$ cat src/rtl/ibex_rf_wport_arbiter.sv
// Register-file write-port arbiter.
// The single RF write port is shared between LSU load data, the writeback
// result and a buffered coprocessor result. LSU has the highest priority,
// then writeback, then the coprocessor result.
// Coprocessor results wait in a 1-entry skid buffer until the port is free.
// A per-register scoreboard marks destinations of coprocessor instructions
// that have been issued but not yet retired.
// A starvation counter asks ID/EX to stall issue when the buffered result
// has been blocked for too long.
module ibex_rf_wport_arbiter #(
    parameter int MaxStallCycles = 4
) (
    input  logic        clk_i,
    input  logic        rst_i,
    input  logic        wb_we_i,
    input  logic [4:0]  wb_waddr_i,
    input  logic [31:0] wb_wdata_i,
    input  logic        lsu_we_i,
    input  logic [4:0]  lsu_waddr_i,
    input  logic [31:0] lsu_wdata_i,
    input  logic        cop_issue_i,
    input  logic [4:0]  cop_issue_waddr_i,
    input  logic        cop_valid_i,
    output logic        cop_ready_o,
    input  logic        cop_we_i,
    input  logic [4:0]  cop_waddr_i,
    input  logic [31:0] cop_wdata_i,
    output logic        rf_we_o,
    output logic [4:0]  rf_waddr_o,
    output logic [31:0] rf_wdata_o,
    output logic [31:0] rf_pending_o,
    output logic        id_stall_o,
    output logic        err_o
);

    localparam logic [3:0] MaxCnt = 4'(MaxStallCycles);

    // Skid buffer: control state is reset, payload is not.
    logic        skid_valid_q, skid_valid_d;
    logic        skid_we_q;
    logic [4:0]  skid_waddr_q;
    logic [31:0] skid_wdata_q;

    logic [31:0] pending_q, pending_d;
    logic [3:0]  cnt_q, cnt_d;
    logic        stall_q;
    logic        err_q, err_d;

    logic        grant_skid;
    logic        cop_accept;
    logic [31:0] set_mask;
    logic [31:0] clr_mask;
    logic        issue_conflict;

    // The skid entry only reaches the port when neither LSU nor WB is writing.
    assign grant_skid  = skid_valid_q & ~lsu_we_i & ~wb_we_i;
    // A draining entry frees the buffer in the same cycle, so a new result can be taken.
    assign cop_ready_o = ~skid_valid_q | grant_skid;
    assign cop_accept  = cop_valid_i & cop_ready_o;

    // Write-port mux; the address and data outputs are forced to zero when no write occurs.
    always_comb begin
        rf_we_o    = 1'b0;
        rf_waddr_o = 5'd0;
        rf_wdata_o = 32'd0;
        if (lsu_we_i) begin
            rf_we_o    = 1'b1;
            rf_waddr_o = lsu_waddr_i;
            rf_wdata_o = lsu_wdata_i;
        end else if (wb_we_i) begin
            rf_we_o    = 1'b1;
            rf_waddr_o = wb_waddr_i;
            rf_wdata_o = wb_wdata_i;
        end else if (grant_skid && skid_we_q) begin
            rf_we_o    = 1'b1;
            rf_waddr_o = skid_waddr_q;
            rf_wdata_o = skid_wdata_q;
        end
    end

    // Scoreboard update: set on issue (never x0), clear on drain, set wins on a collision.
    always_comb begin
        set_mask = 32'd0;
        clr_mask = 32'd0;
        if (cop_issue_i && (cop_issue_waddr_i != 5'd0)) begin
            set_mask[cop_issue_waddr_i] = 1'b1;
        end
        if (grant_skid) begin
            clr_mask[skid_waddr_q] = 1'b1;
        end
        pending_d      = (pending_q & ~clr_mask) | set_mask;
        issue_conflict = cop_issue_i && (cop_issue_waddr_i != 5'd0) &&
                         pending_q[cop_issue_waddr_i] && !clr_mask[cop_issue_waddr_i];
    end

    // Next-state for the skid valid flag, starvation counter and sticky error.
    always_comb begin
        skid_valid_d = skid_valid_q;
        if (cop_accept) begin
            skid_valid_d = 1'b1;
        end else if (grant_skid) begin
            skid_valid_d = 1'b0;
        end

        cnt_d = cnt_q;
        if (grant_skid) begin
            cnt_d = 4'd0;
        end else if (skid_valid_q && (cnt_q < MaxCnt)) begin
            cnt_d = cnt_q + 4'd1;
        end

        err_d = err_q | (wb_we_i & lsu_we_i) | issue_conflict;
    end

    // Control state with asynchronous reset; the stall flag is registered from cnt_d.
    always_ff @(posedge clk_i or posedge rst_i) begin
        if (rst_i) begin
            skid_valid_q <= 1'b0;
            pending_q    <= 32'd0;
            cnt_q        <= 4'd0;
            stall_q      <= 1'b0;
            err_q        <= 1'b0;
        end else begin
            skid_valid_q <= skid_valid_d;
            pending_q    <= pending_d;
            cnt_q        <= cnt_d;
            stall_q      <= (cnt_d == MaxCnt);
            err_q        <= err_d;
        end
    end

    // Skid payload captured on every accepted coprocessor result.
    always_ff @(posedge clk_i) begin
        if (cop_accept) begin
            skid_we_q    <= cop_we_i;
            skid_waddr_q <= cop_waddr_i;
            skid_wdata_q <= cop_wdata_i;
        end
    end

    assign rf_pending_o = pending_q;
    assign id_stall_o   = stall_q;
    assign err_o        = err_q;

endmodule
$ cat config.mk
export PLATFORM = sky130hd
export DESIGN_NAME = ibex_rf_wport_arbiter
export DESIGN_NICKNAME = d
export VERILOG_FILES = /design/src/rtl/ibex_rf_wport_arbiter.sv
export SDC_FILE = /design/constraint.sdc
export NUM_CORES = 1
export LEC_CHECK = 0
export ABC_AREA = 1
export BUFFER_PORTS_ARGS = -buffer_cell sky130_fd_sc_hd__buf_2
export CORE_MARGIN = 2
export CORE_UTILIZATION = 33
export DETAILED_ROUTE_END_ITERATION = 8
export PLACE_DENSITY = 0.63
export RECOVER_POWER = 25
export SYNTH_ARGS = -nofsm -noshare
export SYNTH_HDL_FRONTEND = slang
export SYNTH_SLANG_ARGS = --single-unit
$ cat constraint.sdc
create_clock -name clk_i -period 4.1 [get_ports clk_i]
set_clock_uncertainty 0.05 [all_clocks]
set_input_delay 0.205 -clock clk_i [delete_from_list [all_inputs] [get_ports clk_i]]
set_output_delay 0.205 -clock clk_i [all_outputs]
set_load 0.02 [all_outputs]
==> out/results.ini <==
[worst_setup_path]
path_cells=nand2_4, inv_2, nand2_1, inv_2, nand2_1, a21oi_1, buf_2
crit_buf_inv=3
crit_fanout=37
endpoint_kind=output port
required_ps=3850
crit_family=buffers and inverters
reg2reg_depth=3
worstSetupStartpointType=flip-flop
slowest_stage=dfrtp_1
max_stage_delay_ps=540
critPathKind=reg2out
rrSetupSlack_ps=2070
critPathArrivalTime_ps=2270
r2r-end=skid_wdata_q[16]$_DFFE_PP_
timing.rr.start=skid_valid_q$_DFFE_PP0P_

[floorplan]
die_w_um=118
die_y_um=118
die_area_mm2=0.0140
rows=41
ios=196
core_mm2=0.0127
start_util=0.340

[hold_path]
hp-class=in2reg
hold_end=skid_valid_q$_DFFE_PP0P_
worstHoldStart=cop_valid_i
hold_depth=3

[clocking]
cts_sinks=77
clock_tree.buffer_depth=2
cts.clk_slew.worst_paths_ps=50
cts_inserted_buffers=9
root_buffer=clkbuf_16
cts_tree=built
postCtsSetupBuffers=0
clk_latency_ps=340
h-tree-depth=3

[timing]
slew_violations=40
fmax_mhz=397
worst_slew_pin_slew_ps=2090
min_period_ps=2520
timing.final.crit_share=0.615
relSlewSlack=-0.391
hold_viol=0
whs_ps=44.9
rsz0062_at_grt=false
setup_viol=0
setup_tns_ps=0

[final_layout]
fin_util=0.477
layout-drive-gt1-share=0.277
nets=918
n_antenna_cell=0
syn2layout_area_growth_pct=40.3
fin_cells=971

[placed_design]
dpl.hpwl_um=10600
port_buffers=195
numPlacedInstances=917
gp_congestion=0.896

[grt]
grt_start_max_net_pins=41
grt.overflow.total=0
first_global_vias=4516
antenna_found_initial=0
grt_pass1_wl_um=23200
grt_usage=0.212

[run_status]
violations=capacitance limit, slew limit
status=finished with violations

[route]
viasPerCell=4.89
ant_nets=0
wire_per_inst_um=15.3
dr.first_iter.drc_count=254
dr.pass1.iters=4
route.detailed.drc=0
via_count=4747
routed_wirelength_um=14800

[synth]
synth.distinct_cells=23
synth.avg_cell_area_um2=7.56
syn_inst=570
yosys_warnings=0
seq_area_frac_synth=0.491
synth-seq-cells=77
syn_nets=694
synth.cell_area_mm2=0.00431

[power]
p_leak_nw=2.82
ir_drop_mv=0.216
powerDensity_mw_per_mm2=392

[job]
cap_violations=1

-- worst max-delay path by stage --
stage | from | end | slack (ps) | cells after the start
2_1_floorplan | skid_valid_q$_DFFE_PP0P_ | skid_waddr_q[0]$_DFFE_PP_ | 1120 | 3
3_3_place_gp | lsu_we_i | rf_wdata_o[4] | 1650 | 9
3_5_place_dp | lsu_we_i | rf_wdata_o[4] | 1610 | 9
4_1_cts | skid_valid_q$_DFFE_PP0P_ | rf_wdata_o[4] | 1530 | 7
5_1_grt | rst_i | rf_pending_o[16]$_DFF_PP0_ | 1170 | 4
6_report | skid_valid_q$_DFFE_PP0P_ | rf_waddr_o[1] | 1580 | 7
-- layer usage --
layer	up-vias	routed length, um	share of wire	global-route usage
li1	2352	-	-	-
met2	212	7200	0.48	0.355
met4	0	292	0.020	0.0761
met1	2162	6200	0.42	0.264
met5	-	0	0	0
met3	21	1160	0.078	0.0531
-- through the flow --
| step | instance area (um^2) | setup WS (ps) | total power [mW] |
|---|---|---|---|
| global route | 6050 | 1170 | 2.50 |
| floorplan | 4310 | 1120 | 1.40 |
| detailed placement | 5420 | 1610 | 1.66 |
| finish | 6050 | 1580 | 2.37 |
| global placement | 5420 | 1650 | 1.65 |
| CTS | 6050 | 1530 | 2.39 |
-- final cells by class --
type	instances	area, um^2
multi-input combinational	435	1960
tap	172	215
sequential	77	2120
timing repair buffer	235	1370
clock buffer	13	240
fill	1298	6630
clock inverter	3	12.5
inverter	36	135
-- sequential cells by signal (all words and copies together), names as in the netlist --
signal and flops:
skid_waddr_q 5, skid_wdata_q 32, err_o 1, cnt_q 4
rf_pending_o 32, skid_valid_q 1, id_stall_o 1, skid_we_q 1
-- power by group --
group	switching [mW]	internal [mW]	leakage [nW]	total (mW)
Combinational	0.412	0.241	1.89	0.653
Sequential	0.0815	0.932	0.809	1.01
Clock	0.296	0.405	0.123	0.701
Total	0.789	1.58	2.82	2.37
-- synthesized netlist by cell type --
master / count / area, um^2
nand2_1: 177 / 664
o22ai_1: 1 / 6.26
ha_1: 1 / 12.5
buf_2: 5 / 25.0
clkbuf_2: 1 / 5.00
nor2_2: 2 / 12.5
a21oi_1: 78 / 390
nor4_1: 1 / 6.26
inv_2: 5 / 18.8
nand2_4: 1 / 11.3
nor3_2: 3 / 30.0
nor3_1: 10 / 50.1
nand4_1: 4 / 25.0
inv_1: 31 / 116
nor2_1: 61 / 229
nand3_1: 25 / 125
clkbuf_1: 11 / 41.3
nor2_4: 5 / 56.3
edfxtp_1: 38 / 1140
buf_4: 5 / 37.5
o21ai_1: 1 / 5.00
o21ai_0: 65 / 325
dfrtp_1: 39 / 976
-- cell usage in the layout, fill, tap and decap left out, drive strengths merged --
cell type,instances
nor2,68
inv,36
clkinv,3
dfrtp,39
nand4,4
o21ai,66
nand3,25
a21oi,78
o22ai,1
nor4,1
ha,1
buf,194
nand2,178
dlygate4sd3,38
clkbuf,16
nor3,13
edfxtp,38
-- worst reg2reg max path, stage by stage, from the launching register on --
cell	delay, ps
dfrtp_1	540
nand2_4	200
a21oi_4	480
buf_4	410
-- logic make-up after synthesis --
family                     count (synthesis)  synth area share
and+or+nand+nor                          289             0.281
AOI/OAI and AO/OA                        145             0.169
DFF                                       77             0.491
buffers and inverters                     58            0.0566
adders and majority gates                  1           0.00290
-- timing repair --
action,CTS,global route
hold endpoints to repair,76,0
resized for setup,0,0
hold buffers,38,0
Power figures use the tool's default switching activity.
